--- src/rtl/truth_table_preimage_enum.sv ---
// -----------------------------------------------------------------------------
// truth_table_preimage_enum
//
// Enumerates the preimage of one output code of a fixed 4-in/3-out priority
// truth table:
//     out1 = i1&i2;  out2 = i1&~i2&i3;  out3 = i1&~i2&~i3&i4
// For each request it walks all 16 input vectors {in1,in2,in3,in4} in
// ascending order. Every vector that maps to the requested code
// {out1,out2,out3} is streamed out over a valid/ready port. A one-cycle
// done pulse ends the scan, and match_count then holds the number of vectors
// that were streamed.
//
// Ports
//   clk          rising-edge clock
//   rst_n        asynchronous active-low reset
//   req_valid    request strobe, accepted while req_ready is high
//   req_ready    high only while idle
//   req_code     requested {out1,out2,out3}, sampled on the request handshake
//   vec_valid    vec_data carries a matching input vector
//   vec_ready    downstream accepts the vector (ignored unless emitting)
//   vec_data     matching {in1,in2,in3,in4}
//   vec_last     high with vec_valid on the final matching vector
//   done         one-cycle pulse when the scan has finished
//   match_count  number of vectors emitted, held until the next request
//   code_err     req_code was neither 000 nor one-hot, held until next request
// -----------------------------------------------------------------------------
module truth_table_preimage_enum #(
    parameter int IN_W  = 4,
    parameter int OUT_W = 3,
    parameter int CNT_W = 5
) (
    input  logic             clk,
    input  logic             rst_n,
    input  logic             req_valid,
    output logic             req_ready,
    input  logic [OUT_W-1:0] req_code,
    output logic             vec_valid,
    input  logic             vec_ready,
    output logic [IN_W-1:0]  vec_data,
    output logic             vec_last,
    output logic             done,
    output logic [CNT_W-1:0] match_count,
    output logic             code_err
);

    typedef enum logic [1:0] {
        ST_IDLE = 2'd0,
        ST_SCAN = 2'd1,
        ST_EMIT = 2'd2,
        ST_DONE = 2'd3
    } state_t;

    // Forward truth table: maps {in1,in2,in3,in4} to {out1,out2,out3}.
    function automatic logic [OUT_W-1:0] table_code(input logic [IN_W-1:0] v);
        logic [OUT_W-1:0] c;
        c[2] = v[3] & v[2];
        c[1] = v[3] & ~v[2] & v[1];
        c[0] = v[3] & ~v[2] & ~v[1] & v[0];
        return c;
    endfunction

    // A code is legal when it is all-zero or has exactly one bit set.
    function automatic logic code_illegal(input logic [OUT_W-1:0] c);
        return (c & (c - 3'd1)) != 3'd0;
    endfunction

    // True when no vector strictly above idx maps to code, i.e. the vector at
    // idx is the final one of this preimage.
    function automatic logic none_after(input logic [IN_W-1:0] idx,
                                        input logic [OUT_W-1:0] code);
        logic hit;
        hit = 1'b0;
        for (int j = 0; j < 16; j++) begin
            if ((j > int'(idx)) && (table_code(4'(j)) == code)) begin
                hit = 1'b1;
            end else begin
                hit = hit;
            end
        end
        return !hit;
    endfunction

    state_t           state_r;
    state_t           next_state_s;
    logic [IN_W-1:0]  cnt_r;
    logic [OUT_W-1:0] code_r;
    logic [CNT_W-1:0] match_count_r;
    logic             code_err_r;

    logic             match_s;
    logic             cnt_end_s;
    logic             last_s;
    logic             req_hs_s;
    logic             vec_hs_s;

    // Decode of the current scan position against the latched code.
    always_comb begin
        match_s   = (table_code(cnt_r) == code_r);
        cnt_end_s = (cnt_r == 4'hF);
        last_s    = none_after(cnt_r, code_r);
        req_hs_s  = (state_r == ST_IDLE) && req_valid;
        vec_hs_s  = (state_r == ST_EMIT) && vec_ready;
    end

    // FSM state register.
    always_ff @(posedge clk or negedge rst_n) begin
        if (!rst_n) begin
            state_r <= ST_IDLE;
        end else begin
            state_r <= next_state_s;
        end
    end

    // FSM next-state logic.
    always_comb begin
        next_state_s = state_r;
        case (state_r)
            ST_IDLE: begin
                if (req_valid) begin
                    next_state_s = ST_SCAN;
                end else begin
                    next_state_s = ST_IDLE;
                end
            end
            ST_SCAN: begin
                if (match_s) begin
                    next_state_s = ST_EMIT;
                end else if (cnt_end_s) begin
                    next_state_s = ST_DONE;
                end else begin
                    next_state_s = ST_SCAN;
                end
            end
            ST_EMIT: begin
                if (vec_ready) begin
                    // vec_last already covers cnt=15; both ends finish the scan.
                    if (cnt_end_s || last_s) begin
                        next_state_s = ST_DONE;
                    end else begin
                        next_state_s = ST_SCAN;
                    end
                end else begin
                    next_state_s = ST_EMIT;
                end
            end
            ST_DONE: begin
                next_state_s = ST_IDLE;
            end
            default: begin
                next_state_s = ST_IDLE;
            end
        endcase
    end

    // Scan counter, latched request code, match counter and code error flag.
    always_ff @(posedge clk or negedge rst_n) begin
        if (!rst_n) begin
            cnt_r         <= 4'd0;
            code_r        <= 3'd0;
            match_count_r <= 5'd0;
            code_err_r    <= 1'b0;
        end else if (req_hs_s) begin
            cnt_r         <= 4'd0;
            code_r        <= req_code;
            match_count_r <= 5'd0;
            code_err_r    <= code_illegal(req_code);
        end else if ((state_r == ST_SCAN) && !match_s && !cnt_end_s) begin
            cnt_r <= cnt_r + 4'd1;
        end else if (vec_hs_s) begin
            match_count_r <= match_count_r + 5'd1;
            if (!(cnt_end_s || last_s)) begin
                cnt_r <= cnt_r + 4'd1;
            end else begin
                cnt_r <= cnt_r;
            end
        end else begin
            cnt_r <= cnt_r;
        end
    end

    // Outputs decoded straight from flops so reset clears them immediately.
    always_comb begin
        req_ready   = (state_r == ST_IDLE);
        vec_valid   = (state_r == ST_EMIT);
        vec_data    = (state_r == ST_EMIT) ? cnt_r : 4'd0;
        vec_last    = (state_r == ST_EMIT) && last_s;
        done        = (state_r == ST_DONE);
        match_count = match_count_r;
        code_err    = code_err_r;
    end

endmodule
--- config.mk ---
export PLATFORM = sky130hd
export DESIGN_NAME = truth_table_preimage_enum
export DESIGN_NICKNAME = d
export VERILOG_FILES = /design/src/rtl/truth_table_preimage_enum.sv
export SDC_FILE = /design/constraint.sdc
export NUM_CORES = 1
export LEC_CHECK = 0
export CORE_MARGIN = 4
export CORE_UTILIZATION = 44
export CTS_CLUSTER_DIAMETER = 40
export CTS_CLUSTER_SIZE = 20
export DETAILED_ROUTE_END_ITERATION = 8
export HOLD_SLACK_MARGIN = 0.06
export PLACE_DENSITY = 0.83
export SLEW_MARGIN = 20
export SYNTH_ARGS = -nofsm -noshare
export SYNTH_HDL_FRONTEND = slang
export SYNTH_SLANG_ARGS = --single-unit
--- constraint.sdc ---
create_clock -name clk -period 1.8 [get_ports clk]
set_clock_uncertainty 0.1 [all_clocks]
set_input_delay 0.18 -clock clk [delete_from_list [all_inputs] [get_ports clk]]
set_output_delay 0.18 -clock clk [all_outputs]
set_load 0.03 [all_outputs]
==> impl_metrics.csv, run 1 <==
group,metric,value,unit
synth,synthesis.area_per_instance,9.14,um^2
timing,timing.final.crit_share,103,%
timing,rsz0062_at_grt,"true",
global_route,grt_first_pass_wirelength,3510,um
power_and_ir_drop,switching_power,0.807,mW
timing,worst_pin_slew,0.314,ns
layout,nNetsFinal,151,
drt,first_iter_violations,7,
clock_tree,ctsHtreeMaxLevel,1,
synth,synth_cells,101,
synth,synth_xor_xnor_area_share,4.74,%
critical_path,start_kind,"register",
power_and_ir_drop,power.share.sequential,31.6,%
global_route,groute.usage.overall,16.5,%
synth,synthMostInstantiatedCell,"sky130_fd_sc_hd__nand2_1",
clock_tree,clock_tree.root_cell,"sky130_fd_sc_hd__clkbuf_4",
layout,drive_gt1_share,32.1,%
timing,final-hold-violation-count,0,
drt,ant_nets,0,
critical_path,cp.arrival,1.58,ns
clock_tree,tritoncts_num_sinks,15,
synth,yosys_register_bits,15,
drt,first_pass_iters,4,
synth,synth_simple_gate_area_share,26.0,%
power_and_ir_drop,sw_frac_of_total,41.9,%
placement,port_buffers,20,
worst_hold_path,timing.hold.worst.class,"primary input to asynchronous set/reset pin",
synth,synth.cell_area,923,um^2
critical_path,critical_path_class,"register to output port",
drt,drc_errors,0,
timing,finalMaxSlewViolations,0,
clock_tree,holdBufCountCts,0,
placement,dpl.hpwl,1620,um
synth,synth_top_family_by_area,"simple AND/OR/NAND/NOR gates",
synth,synth-adder-area-share,5.15,%
synth,synth_largest_area_cell,"sky130_fd_sc_hd__dfrtp_1",
timing,finalWorstSetupSlack,-0.0623,ns
drt,detail_route.wl_per_cell,12.4,um
layout,antennaDiodeCount,0,
global_route,gr-total-overflow,0,
clock_tree,total_clock_buffers_created_by_cts,3,
timing,fin_setup_tns,-0.181,ns
outcome,status,"complete, but fails checks",
die,die_h,53.8,um
global_route,grt_antenna_before_repair,0,
timing,setup_viol,5,
global_route,grt_max_degree,16,
clock_tree,clock_latency,0.28,ns
power_and_ir_drop,power.ir.vdd_worst,0.000908,V
die,core_area,0.00198,mm^2
die,row_count,16,
clock_tree,tritoncts,"done",
timing,clock.fmax,537,MHz
clock_tree,cts.path.max_buffers,2,
synth,post-synth-top-area-fraction,40.7,%
placement,place_congestion,0.947,
synth,synth.top_cells.by_count,"sky130_fd_sc_hd__nand2_1, sky130_fd_sc_hd__dfrtp_1, sky130_fd_sc_hd__nor2_1",
power_and_ir_drop,p_per_area,1440,mW/mm^2
synth,dominantRegCellSynth,"sky130_fd_sc_hd__dfrtp_1",
layout,syn_to_layout_area_delta,44.4,%
synth,ys_warn_count,0,
critical_path,worstSetupEndpointType,"output port",
synth,number_of_enable_type_register_cells_in_the_synthesized_netlist,0,
outcome,failing_checks,"setup timing",
power_and_ir_drop,clock_power_share,10.4,%
synth,synth-seq-area-share,40.7,%
synth,synth_cell_type_count,33,
clock_tree,clock_pin_slew_of_the_registers_on_the_worst_case_setup_and_hold_paths,0.10,ns
die,ioPinCount,21,
critical_path,crit_required,1.52,ns
synth,synthMuxAreaShare,1.08,%
timing,fin_worst_hold_slack,0.102,ns
power_and_ir_drop,combPwrFrac,58.0,%
critical_path,timing.critical_path.fanout_max,5,
power_and_ir_drop,power.static_leakage,0.617,nW
die,fp.dieArea,0.00290,mm^2
die,floorplan.initialDensity,46.6,%
die,die_w,53.8,um
synth,synthTopCellsByArea,"sky130_fd_sc_hd__dfrtp_1, sky130_fd_sc_hd__nand2_1, sky130_fd_sc_hd__and2_1, sky130_fd_sc_hd__nor2_1, sky130_fd_sc_hd__ha_1",
run,drv.max_cap_violation_count,0,
timing,timing.slew.headroom,79.0,%
power_and_ir_drop,internal_power,1.12,mW
synth,synth_nets,111,
drt,num_vias,849,
layout,postLayoutCoreUtil,67.3,%
synth,synthesized_area_fraction_occupied_by_ao_oa_aoi_and_oai_cells,18.7,%
timing,period_needed,1.86,ns
drt,routed_via_density,5.08,
global_route,vias_in_the_first_global_route,819,
synth,postSynth.asyncResetShare,100,%
drt,finalWirelength,2080,um
==> flip-flops by register name (all words and copies together) (netlist names) <==
signal	count
match_count	5
code_err	1
code_r	3
cnt_r	4
state_r	2
==> layout by cell type, fill, tap and decap left out, drive strengths merged <==
cell type,netlist,final
buf,3,25
nand2,17,17
dfrtp,15,15
clkdlybuf4s50,0,12
nor2,11,11
and2,7,7
o21ai,6,6
inv,4,4
xor2,4,4
o31ai,4,4
o21a,3,3
clkbuf,1,3
ha,3,3
nand3,2,2
nand2b,2,2
a21oi,2,2
nand4,2,2
dlygate4sd2,0,2
and4bb,2,2
o211ai,2,2
and4b,1,1
a221oi,1,1
nor3b,1,1
nor2b,1,1
or2,1,1
o221ai,1,1
maj3,1,1
o32a,1,1
xnor2,1,1
a22o,1,1
mux2i,1,1
clkinvlp,0,1
==> kinds of logic (layout without fill, tap and decap cells) <==
group,Yosys count,in the layout
AND/OR/NAND/NOR,47,47
XOR/XNOR,5,5
AO/OA/AOI/OAI,21,21
flip-flops,15,15
adder cells (fa/ha/maj),4,4
buffers and inverters,8,47
multiplexers,1,1
==> area by class of cell <==
class                   instances  area, um^2
clock inverters                 1        7.51
inverters                       4        15.0
repair buffers                 39         333
clock buffers                   3        22.5
well taps                      27        33.8
fillers                       167         648
flip-flops and latches         15         382
multi-input cells              78         541
==> per-stage QoR <==
step                area, um^2  cells  worst slack [ns]  total power [mW]
floorplan                  937    101           0.00204              1.20
global placement          1230    157           -0.0967              1.59
detailed placement        1230    157            -0.107              1.61
CTS                       1310    165           -0.0773              1.89
global route              1330    167            -0.128              2.08
finish                    1330    167           -0.0623              1.93
==> worst paths after layout <==
kind / from / to / slack, ns / cells past startpoint
worst max-delay path: cnt_r[1] / vec_last / -0.06 / 6
worst min-delay path: rst_n / code_r[1] / 0.10 / 2
worst max register to register: cnt_r[2] / cnt_r[3] / -0.06 / 6
worst min register to register: code_err / code_err / 0.41 / 2
max in group asynchronous: rst_n / code_r[2] / 1.30 / 2
min in group clk: req_code[0] / code_r[0] / 0.36 / 3
==> worst max-delay path, stage by stage (launching register included) <==
cell and delay [ns]:
sky130_fd_sc_hd__dfrtp_2 0.46, sky130_fd_sc_hd__ha_4 0.19, sky130_fd_sc_hd__nand2_2 0.07, sky130_fd_sc_hd__o221ai_2 0.09, sky130_fd_sc_hd__o21a_1 0.18, sky130_fd_sc_hd__o21a_1 0.18
sky130_fd_sc_hd__buf_6 0.14
==> what timing repair did <==
action	CTS	global route
buffers inserted	4	2
endpoints found under the hold margin	0	0
endpoints found under the setup margin	7	5
gates resized for setup	10	3
pin swaps	2	2
==> layer usage <==
metal / GRT usage, % / vias to the layer above / part of all wire (%)
li1: - / 425 / -
met1: 20.6 / 409 / 47
met2: 29.6 / 13 / 49
met3: 1.66 / 2 / 2.5
met4: 5.11 / 0 / 0.72
met5: 0 / - / 0
==> power by group through the flow <==
stage | Sequential, mW | Clock, mW | Combinational (mW)
after detailed placement | 0.599 | 0 | 1.01
after CTS | 0.603 | 0.203 | 1.09
final | 0.609 | 0.200 | 1.12
after global routing | 0.629 | 0.217 | 1.24
after floorplan | 0.609 | 0 | 0.589
after global placement | 0.591 | 0 | 0.995
Power figures use the tool's default switching activity.
==> run 2: changes to the inputs <==
- CORE_ASPECT_RATIO: default -> 1.1
==> impl_metrics.csv, run 2 (same netlist as run 1, synthesis figures left out) <==
group,metric,value,unit
outcome,status,"complete, but fails checks",
outcome,failing_checks,"setup timing",
die,fp.dieArea,0.00290,mm^2
timing,clock.fmax,510,MHz
timing,period_needed,1.96,ns
timing,timing.final.crit_share,109,%
critical_path,crit_required,1.52,ns
global_route,grt_antenna_before_repair,0,
drt,detail_route.wl_per_cell,13.8,um
layout,final_cell_mix,"sky130_fd_sc_hd__buf_4, sky130_fd_sc_hd__nand2_1, sky130_fd_sc_hd__clkdlybuf4s50_1, sky130_fd_sc_hd__nor2_1, sky130_fd_sc_hd__dfrtp_1",
drt,wl_met2,1190,um
critical_path,critical_path_class,"register to output port",
drt,first_iter_violations,14,
die,die_w,51.7,um
clock_tree,total_clock_buffers_created_by_cts,3,
placement,pre_cts_slack,-0.119,ns
layout,layout.cells.most_common,"sky130_fd_sc_hd__buf_4",
die,die_h,56.0,um
clock_tree,ctsHtreeMaxLevel,1,
timing,fin_worst_hold_slack,0.103,ns
drt,route.top_layer_used,"met4",
placement,place_congestion,0.830,
critical_path,timing.critical_path.fanout_max,5,
global_route,vias_in_the_first_global_route,901,
die,row_count,17,
timing,worst_pin_slew,0.320,ns
die,core_area,0.00200,mm^2
timing,timing.slew.headroom,78.5,%
placement,dpl.hpwl,1720,um
drt,detailroute.wirelength.met3,75,um
critical_path,worstSetupEndpointType,"output port",
power_and_ir_drop,power.total,2.15,mW
clock_tree,tritoncts_num_sinks,15,
timing,final-hold-violation-count,0,
drt,num_vias,878,
die,floorplan.initialDensity,46.2,%
global_route,grt_max_degree,16,
layout,antennaDiodeCount,0,
drt,ant_nets,0,
clock_tree,clock_latency,0.29,ns
layout,nNetsFinal,159,
worst_hold_path,timing.hold.worst.class,"primary input to asynchronous set/reset pin",
layout,drive_gt1_share,35.8,%
critical_path,cp.arrival,1.68,ns
layout,syn_to_layout_area_delta,53.3,%
layout,post_layout_nonfiller_instances,176,
drt,finalWirelength,2430,um
placement,post-place-cells,164,
drt,drc_errors,0,
global_route,groute.usage.overall,18.5,%
drt,routed_via_density,4.99,
timing,finalMaxSlewViolations,0,
critical_path,start_kind,"register",
clock_tree,cts.path.max_buffers,2,
clock_tree,tritoncts,"done",
timing,rsz0062_at_grt,"true",
global_route,gr-total-overflow,0,
clock_tree,clock_tree.root_cell,"sky130_fd_sc_hd__clkbuf_4",
drt,first_pass_iters,4,
power_and_ir_drop,power.static_leakage,0.666,nW
die,ioPinCount,21,
placement,port_buffers,20,
global_route,grt_first_pass_wirelength,4090,um
timing,finalWorstSetupSlack,-0.163,ns
run,drv.max_cap_violation_count,0,
power_and_ir_drop,p_per_area,1520,mW/mm^2
timing,setup_viol,5,
power_and_ir_drop,power.ir.vdd_worst,0.000998,V
drt,routedLengthMet1,1120,um
layout,postLayoutCoreUtil,70.8,%
layout,largest_reg_flops,5,
clock_tree,clock_pin_slew_of_the_registers_on_the_worst_case_setup_and_hold_paths,0.09,ns
[run 2: cell count changes in the layout (fill, tap and decap cells not counted), sizes merged]
cell,change
buf,+8
clkbuf,+1
clkinvlp,-1
[run 2: layout make-up]
type                            instances  area, um^2
Inverter                                4        15.0
Timing Repair Buffer                   47         397
Tap cell                               28        35.0
Fill cell                             153         584
Clock buffer                            4        26.3
Multi-Input combinational cell         78         561
Sequential cell                        15         382
[run 2: critical path: stages, from the launching register on]
cell                       delay, ns
sky130_fd_sc_hd__dfrtp_2        0.45
sky130_fd_sc_hd__ha_4           0.18
sky130_fd_sc_hd__nand2_2        0.05
sky130_fd_sc_hd__o221ai_2       0.10
sky130_fd_sc_hd__buf_4          0.15
sky130_fd_sc_hd__o21a_1         0.15
sky130_fd_sc_hd__o21a_1         0.17
sky130_fd_sc_hd__buf_6          0.13
[run 2: routing by layer]
| layer | vias up | global-route usage, % |
|---|---|---|
| li1 | 441 | - |
| met1 | 417 | 21.9 |
| met2 | 15 | 32.0 |
| met3 | 5 | 4.83 |
| met4 | 0 | 5.62 |
| met5 | - | 0 |
[run 2: final timing paths]
path	cells after the start	startpoint	slack (ns)	endpoint
worst max-delay path	7	cnt_r[1]	-0.16	vec_last
min in group clk	3	req_code[0]	0.36	code_r[0]
worst min register to register	2	code_err	0.42	code_err
worst max register to register	8	cnt_r[1]	-0.15	cnt_r[2]
worst min-delay path	2	rst_n	0.10	cnt_r[1]
max in group asynchronous	2	rst_n	1.30	code_r[2]
[run 2: power by group]
part / internal [mW] / switching (mW)
sequential: 0.456 / 0.149
combinational: 0.724 / 0.623
clock: 0.0863 / 0.110
[run 2: metrics by stage]
| stage | setup TNS (ns) | cell area (um^2) |
|---|---|---|
| global placement | -0.104 | 1280 |
| floorplan | 0 | 937 |
| finish | -0.613 | 1420 |
| CTS | -0.437 | 1390 |
| detailed placement | -0.286 | 1280 |
| global route | -0.981 | 1420 |
[run 2: what timing repair did]
| action | 4_1_cts | 5_1_grt |
|---|---|---|
| gates cloned | 0 | 0 |
| setup endpoints to repair | 7 | 6 |
| resized for setup | 12 | 4 |
| pin swaps | 6 | 4 |
| buffers inserted | 5 | 3 |
| hold buffers | 0 | 0 |
| hold endpoints to repair | 0 | 0 |
